===== src/rtl/up_down_counter_ctrl.sv =====
// Sequencer for a chain of BCD up/down digit counters: tick prescaler, carry/borrow
// enable ripple, shared direction and clear. UP_DOWN_CTRL_LIMIT_EN enables terminal-count stop.
module up_down_counter_ctrl #(
    parameter int NUM_DIGITS = 4,
    parameter int TICK_DIV   = 50_000_000,
    parameter bit UP_DEFAULT = 1'b1
) (
    input  logic                    clk,
    input  logic                    rst,
    input  logic                    start,
    input  logic                    stop,
    input  logic                    clr,
    input  logic                    dir_toggle,
    input  logic [4*NUM_DIGITS-1:0] digits_in,
    output logic [NUM_DIGITS-1:0]   en_vec,
    output logic                    up_down,
    output logic                    counter_rst,
    output logic                    tick,
    output logic                    running,
    output logic                    done
);
    localparam int PW = (TICK_DIV > 1) ? $clog2(TICK_DIV) : 1;
    localparam logic [PW-1:0] PRE_MAX = PW'(TICK_DIV - 1);

    localparam logic [1:0] ST_IDLE  = 2'd0;
    localparam logic [1:0] ST_RUN   = 2'd1;
    localparam logic [1:0] ST_PAUSE = 2'd2;
`ifdef UP_DOWN_CTRL_LIMIT_EN
    localparam logic [1:0] ST_DONE  = 2'd3;
`endif

    logic [1:0]            state;
    logic [PW-1:0]         pre;
    logic [NUM_DIGITS-1:0] term;
    logic [NUM_DIGITS:0]   chain;
    logic [NUM_DIGITS-1:0] en_raw;
    logic                  limit_hit;

    assign tick    = (state == ST_RUN) && (pre == PRE_MAX);
    assign running = (state == ST_RUN);

    // chain[i] is set when every digit below i sits at its terminal value
    assign chain[0] = 1'b1;
    for (genvar i = 0; i < NUM_DIGITS; i++) begin : g_dig
        assign term[i]    = up_down ? (digits_in[4*i +: 4] == 4'd9)
                                    : (digits_in[4*i +: 4] == 4'd0);
        assign chain[i+1] = chain[i] & term[i];
        assign en_raw[i]  = tick & chain[i];
    end

`ifdef UP_DOWN_CTRL_LIMIT_EN
    assign limit_hit = tick & chain[NUM_DIGITS];
    assign done      = (state == ST_DONE);
`else
    assign limit_hit = 1'b0;
    assign done      = 1'b0;
`endif

    assign en_vec = limit_hit ? '0 : en_raw;

    always_ff @(posedge clk) begin
        if (!rst) begin
            state       <= ST_IDLE;
            pre         <= '0;
            up_down     <= UP_DEFAULT;
            counter_rst <= 1'b1;
        end else begin
            counter_rst <= clr;
            if (clr) begin
                state <= ST_IDLE;
                pre   <= '0;
            end else begin
                if (dir_toggle)
                    up_down <= ~up_down;
                case (state)
                    ST_IDLE: if (start) state <= ST_RUN;
                    ST_PAUSE: if (start) state <= ST_RUN;
                    ST_RUN: begin
                        // stop freezes pre even on a tick cycle; en_vec has already fired
                        if (stop)
                            state <= ST_PAUSE;
                        else if (limit_hit) begin
`ifdef UP_DOWN_CTRL_LIMIT_EN
                            state <= ST_DONE;
`endif
                            pre   <= '0;
                        end else
                            pre <= (pre == PRE_MAX) ? '0 : pre + 1'b1;
                    end
`ifdef UP_DOWN_CTRL_LIMIT_EN
                    ST_DONE: if (dir_toggle) state <= ST_PAUSE;
`endif
                    default: state <= ST_IDLE;
                endcase
            end
        end
    end
endmodule


===== config.mk =====
export PLATFORM = sky130hd
export DESIGN_NAME = up_down_counter_ctrl
export DESIGN_NICKNAME = d
export VERILOG_FILES = /design/src/rtl/up_down_counter_ctrl.sv
export SDC_FILE = /design/constraint.sdc
export NUM_CORES = 1
export LEC_CHECK = 0
export CORE_ASPECT_RATIO = 0.6
export CORE_MARGIN = 1.5
export CORE_UTILIZATION = 43
export DETAILED_ROUTE_END_ITERATION = 12
export PLACE_DENSITY = 0.68
export SETUP_SLACK_MARGIN = 0.02
export SLEW_MARGIN = 40
export SYNTH_ARGS = -nofsm -noshare
export SYNTH_HDL_FRONTEND = slang
export SYNTH_SLANG_ARGS = --single-unit

===== constraint.sdc =====
create_clock -name clk -period 7.1 [get_ports clk]
set_input_delay 2.13 -clock clk [delete_from_list [all_inputs] [get_ports clk]]
set_output_delay 2.13 -clock clk [all_outputs]
set_load 0.02 [all_outputs]

Word level (Yosys, flattened, before mapping)
Cells that the tools add are included.
{ "totals": {"reg_bits": 30, "inputBits": 22, "output_inout_bits": 9, "elab_cells": 39} }
{ "op_classes": {"addsub": 1, "eq_ne": 8, "mux": 7, "bitwise": 9, "reduce_logical": 10} }
{ "ops": {"columns": ["operator", "count"], "rows": [
  ["$add 26x1->26 const B", 1],
  ["$eq 26x26->1 const B", 1],
  ["$mux 26", 1],
  ["$eq 4x4->1 const B", 3],
  ["$logic_not 4->1", 3],
  ["$reduce_and 2->1", 3],
  ["$and 1x1->1", 5],
  ["$mux 2", 2],
  ["$not 1->1", 4],
  ["$pmux 2 s2", 1],
  ["$reduce_or 2->1", 2],
  ["$mux 1", 3],
  ["$eq 2x1->1 const B", 1],
  ["$eq 2x2->1 const B", 1],
  ["$logic_not 2->1", 1],
  ["$ne 2x1->1 const B", 1],
  ["$ne 2x2->1 const B", 1],
  ["$logic_and 1x1->1", 1]
]} }

Depth between registers and ports, before layout
{ "logic_depth": {"word_depth": 5, "mapped_depth": 7, "mapped_depth_nobuf": 6} }

Least setup slack after synthesis
OpenSTA, ideal clock, no wires.
{ "synth_path": {"path_type": "input to output", "start": "input digits_in[1]", "end": "output en_vec[3]", "arrival_time_ps": 3145, "t_required_ps": 4970, "setup_slack_ps": 1825, "path_stages": 4, "n_path_buf": 0, "cell_sequence": "nor3_1 -> o21ai_0 -> nor3_4 -> nor4b_4"} }
{ "synth_via": {"elab_chain_cells": 5, "elab_cells_between_ends": 6, "classes_between": "eq/ne: 1; mux: 1; bitwise: 3; reduce/logical: 1"} }
{ "synth_rtl": {"columns": ["item", "line", "rtl"], "rows": [
  ["from (decl)", "14", "input logic [4*NUM_DIGITS-1:0] digits_in,"],
  ["$eq 4x4->1 / $logic_not 4->1 (equally long branches)", "45, 46", null],
  ["$mux 1 (*)", "45", "assign term[i] = up_down ? (digits_in[4*i +: 4] == 4'd9)"],
  ["$and 1x1->1 (*) (2 in a row)", "47", "assign chain[i+1] = chain[i] & term[i];"],
  ["$and 1x1->1 (*)", "48", "assign en_raw[i] = tick & chain[i];"],
  ["to (decl)", "15", "output logic [NUM_DIGITS-1:0] en_vec,"]
]} }
Mark *: on every way between the ends. The rest lies on a longest branch, timed or not.

Worst setup path after layout
Same ends and word-level chain as after synthesis.

==> qor.csv <==
stage;metric;value;unit
clocking;Root Buffer;clkbuf_8;
grt;largest net degree at the start of global routing;18;
clocking;post-CTS sizing;0;
sta;Fin. Hold Viols;0;
final_layout;commonest non-fill, non-tap cells in the layout;nor2_1 (30), dfxtp_1 (30), clkdlybuf4s50_1 (25), xnor2_1 (17), nand2_1 (15);
synthesis;#FFs+latches synth;30;
hold_path;Hold Crit Class;reg -> reg;
setup_path;Critical path origin;digits_in[1];
detailed_routing;drt first pass iters;4;
detailed_routing;met3 WL;371;µm
synthesis;post-synth top area share;36.23;%
place;routability-driven placement congestion ratio;0.8601;
final_layout;share of cells above drive strength 1;7.522;%
grt;first-pass GRT wire length;6499;µm
synthesis;sequential area share after synthesis;36.23;%
clocking;hold buffer count at cts;0;
setup_path;Req. time, crit path;4970;ps
setup_path;worst endpoint data arrival time;3970;ps
sta;max frequency;164.0;MHz
detailed_routing;drt via density;5.462;
clocking;Longest Clk Path Bufs;2;
floorplan;Starting Density;45.05;%
sta;Slew HR;55.89;%
detailed_routing;wl on met1;2029;µm
floorplan;Chip Height;51.10;µm
sta;actual slew at the worst max-slew pin;658.8;ps
grt;GRT Util Overall;19.86;%
synthesis;Net Count, Synth;223;
synthesis;Area contributors post-synth;dfxtp_1 (36%), xnor2_1 (9.0%), nor2_1 (6.8%);
clocking;CTS tree;yes;
setup_path;Crit Path Class;in -> out;
detailed_routing;DRC viols;0;
setup_path;Worst setup SP type;input port;
final_layout;cell area after layout;2013;µm²
detailed_routing;Routed Wire Length;3820;µm
place;DP Area;1922;µm²
sta;Period Utilization, post-route;85.89;%
floorplan;num rows;17;
synthesis;area leader, netlist;dfxtp_1;
final_layout;Non-Filler Instances;273;
detailed_routing;Final ANT Viol Nets;0;
clocking;# Post-CTS Setup Buffers;0;
run;max cap viols;0;
clocking;Clock Sink Count;30;
setup_path;Reg-to-Reg Start;pre[12];
clocking;H-tree levels;2;
clocking;clk slew on worst S/H paths;70;ps
detailed_routing;DR WL/cell;13.99;µm
setup_path;R2R depth;5;
final_layout;nets@finish;249;
power_and_ir_drop;cell area power density;168.6;nW/µm²
grt;initial antenna violation count;0;
grt;vias in the first global route;1356;
sta;RSZ-0062 raised after global routing;false;
power_and_ir_drop;maximum vdd drop;108.9;µV
detailed_routing;met2 WL;1391;µm
final_layout;number of diodes;0;
synthesis;Mean Syn Cell Area;8.331;µm²
place;placed cells;265;
synthesis;Netlist cell types;41;
detailed_routing;initial drt markers;159;
synthesis;yosys warns;0;
grt;gr ovfl total;0;
sta;worst setup margin;1001;ps
setup_path;Crit Path Max Fanout;2;
sta;total negative slack;0;ps
hold_path;hold_sp;pre[1];
hold_path;cell count of the worst hold path;2;
sta;Slew Viols, Final;0;
floorplan;io pins;31;
floorplan;Die ar.;4249;µm²
place;Setup WS pre-CTS;980.9;ps
detailed_routing;Top Metal Used;met4;
sta;Hold Worst Slack;499.3;ps
floorplan;core area;3680;µm²
place;Detailed Place HPWL;2822;µm
sta;clock skew;4.883;ps
final_layout;number of fill cells;345;
setup_path;Crit. End Element;output port;
clocking;clock buffers created by TritonCTS;5;
power_and_ir_drop;leakage power;0.0006328;µW
sta;final setup fails;0;
detailed_routing;Vias;1491;
status;outcome;complete, no violations;
final_layout;P&R area growth vs syn;21.43;%
sta;post-layout min period;6099;ps
floorplan;Die X;83.16;µm
clocking;clock latency on the worst-skew pair;290;ps
synthesis;Mapped Cells;199;
synthesis;Mapped Area;1658;µm²
place;I/O Buffers;25;
==> Yosys cell counts <==
master	count
a21oi_1	6
a2bb2o_1	1
a311oi_1	1
a31oi_1	2
and2_1	1
and3_1	5
and4_1	3
and4_2	1
buf_4	2
buf_6	2
clkbuf_1	2
conb_1	1
dfxtp_1	30
ha_1	2
inv_1	3
inv_2	1
nand2_1	15
nand2b_1	4
nand3_1	13
nand3b_1	1
nand4_1	7
nand4_2	1
nand4bb_1	1
nor2_1	30
nor2b_1	2
nor3_1	13
nor3_4	1
nor3b_1	1
nor3b_2	1
nor4_1	8
nor4b_1	2
nor4b_4	1
o21ai_0	5
o21ai_4	1
or2b_1	2
or4_1	2
or4_2	1
or4b_1	1
or4b_2	2
xnor2_1	17
xor2_1	4
==> state kept, by name, indices dropped and copies added (netlist names) <==
name and count:
counter_rst 1, pre 26, state 2, up_down 1
==> final timing paths <==
kind | slack, ps | end
setup reg to reg | 4660 | pre[24]
setup / recovery | 1000 | en_vec[3]
hold / removal | 500 | pre[1]
hold reg to reg | 500 | pre[1]
==> report_power, final <==
| part | switching [µW] | internal (µW) |
|---|---|---|
| clock | 66.4 | 78.1 |
| sequential | 1.60 | 170 |
| combinational | 10.5 | 13.2 |
| total | 78.5 | 261 |
==> layer usage <==
layer | track usage (%) | vias to the layer above
met1 | 29.45 | 673
met2 | 25.47 | 50
met3 | 7.270 | 2
met5 | 0 | -
li1 | - | 766
met4 | 7.500 | 0
==> cells by family (layout without fill, tap and decap cells) <==
group | count (synthesis) | after routing | share of synthesized area, %
compound gates | 16 | 16 | 6.189
fa+ha+maj | 2 | 2 | 1.509
flops | 30 | 30 | 36.23
other cells | 1 | 1 | 0.2262
simple gates | 119 | 119 | 41.13
buf+inv | 10 | 37 | 3.622
xor+xnor | 21 | 21 | 11.09
==> final cells by class <==
type                       instances  area (µm²)  area share [%]
multi-input combinational        159       997.2           49.53
sequential                        30       600.6           29.83
timing repair buffer              25       250.2           12.43
clock buffer                       7       86.33           4.288
tap                               47       58.81           2.921
inverter                           4       15.01          0.7458
clock inverter                     1       5.005          0.2486
==> stage by stage <==
step           power, µW  utilization (%)
4_1_cts            343.4            54.71
3_5_place_dp       198.8            52.23
3_3_place_gp       198.6            52.23
6_report           339.4            54.71
2_1_floorplan      185.0                -
5_1_grt            351.4            54.71
==> worst max-delay path: stages <==
cell and delay, ps:
clkdlybuf4s50_1 400, nor3_1 190, o21ai_0 200, nor3_4 210
nor4b_4 200, clkdlybuf4s50_1 630
(Power assumes the default switching activity.)
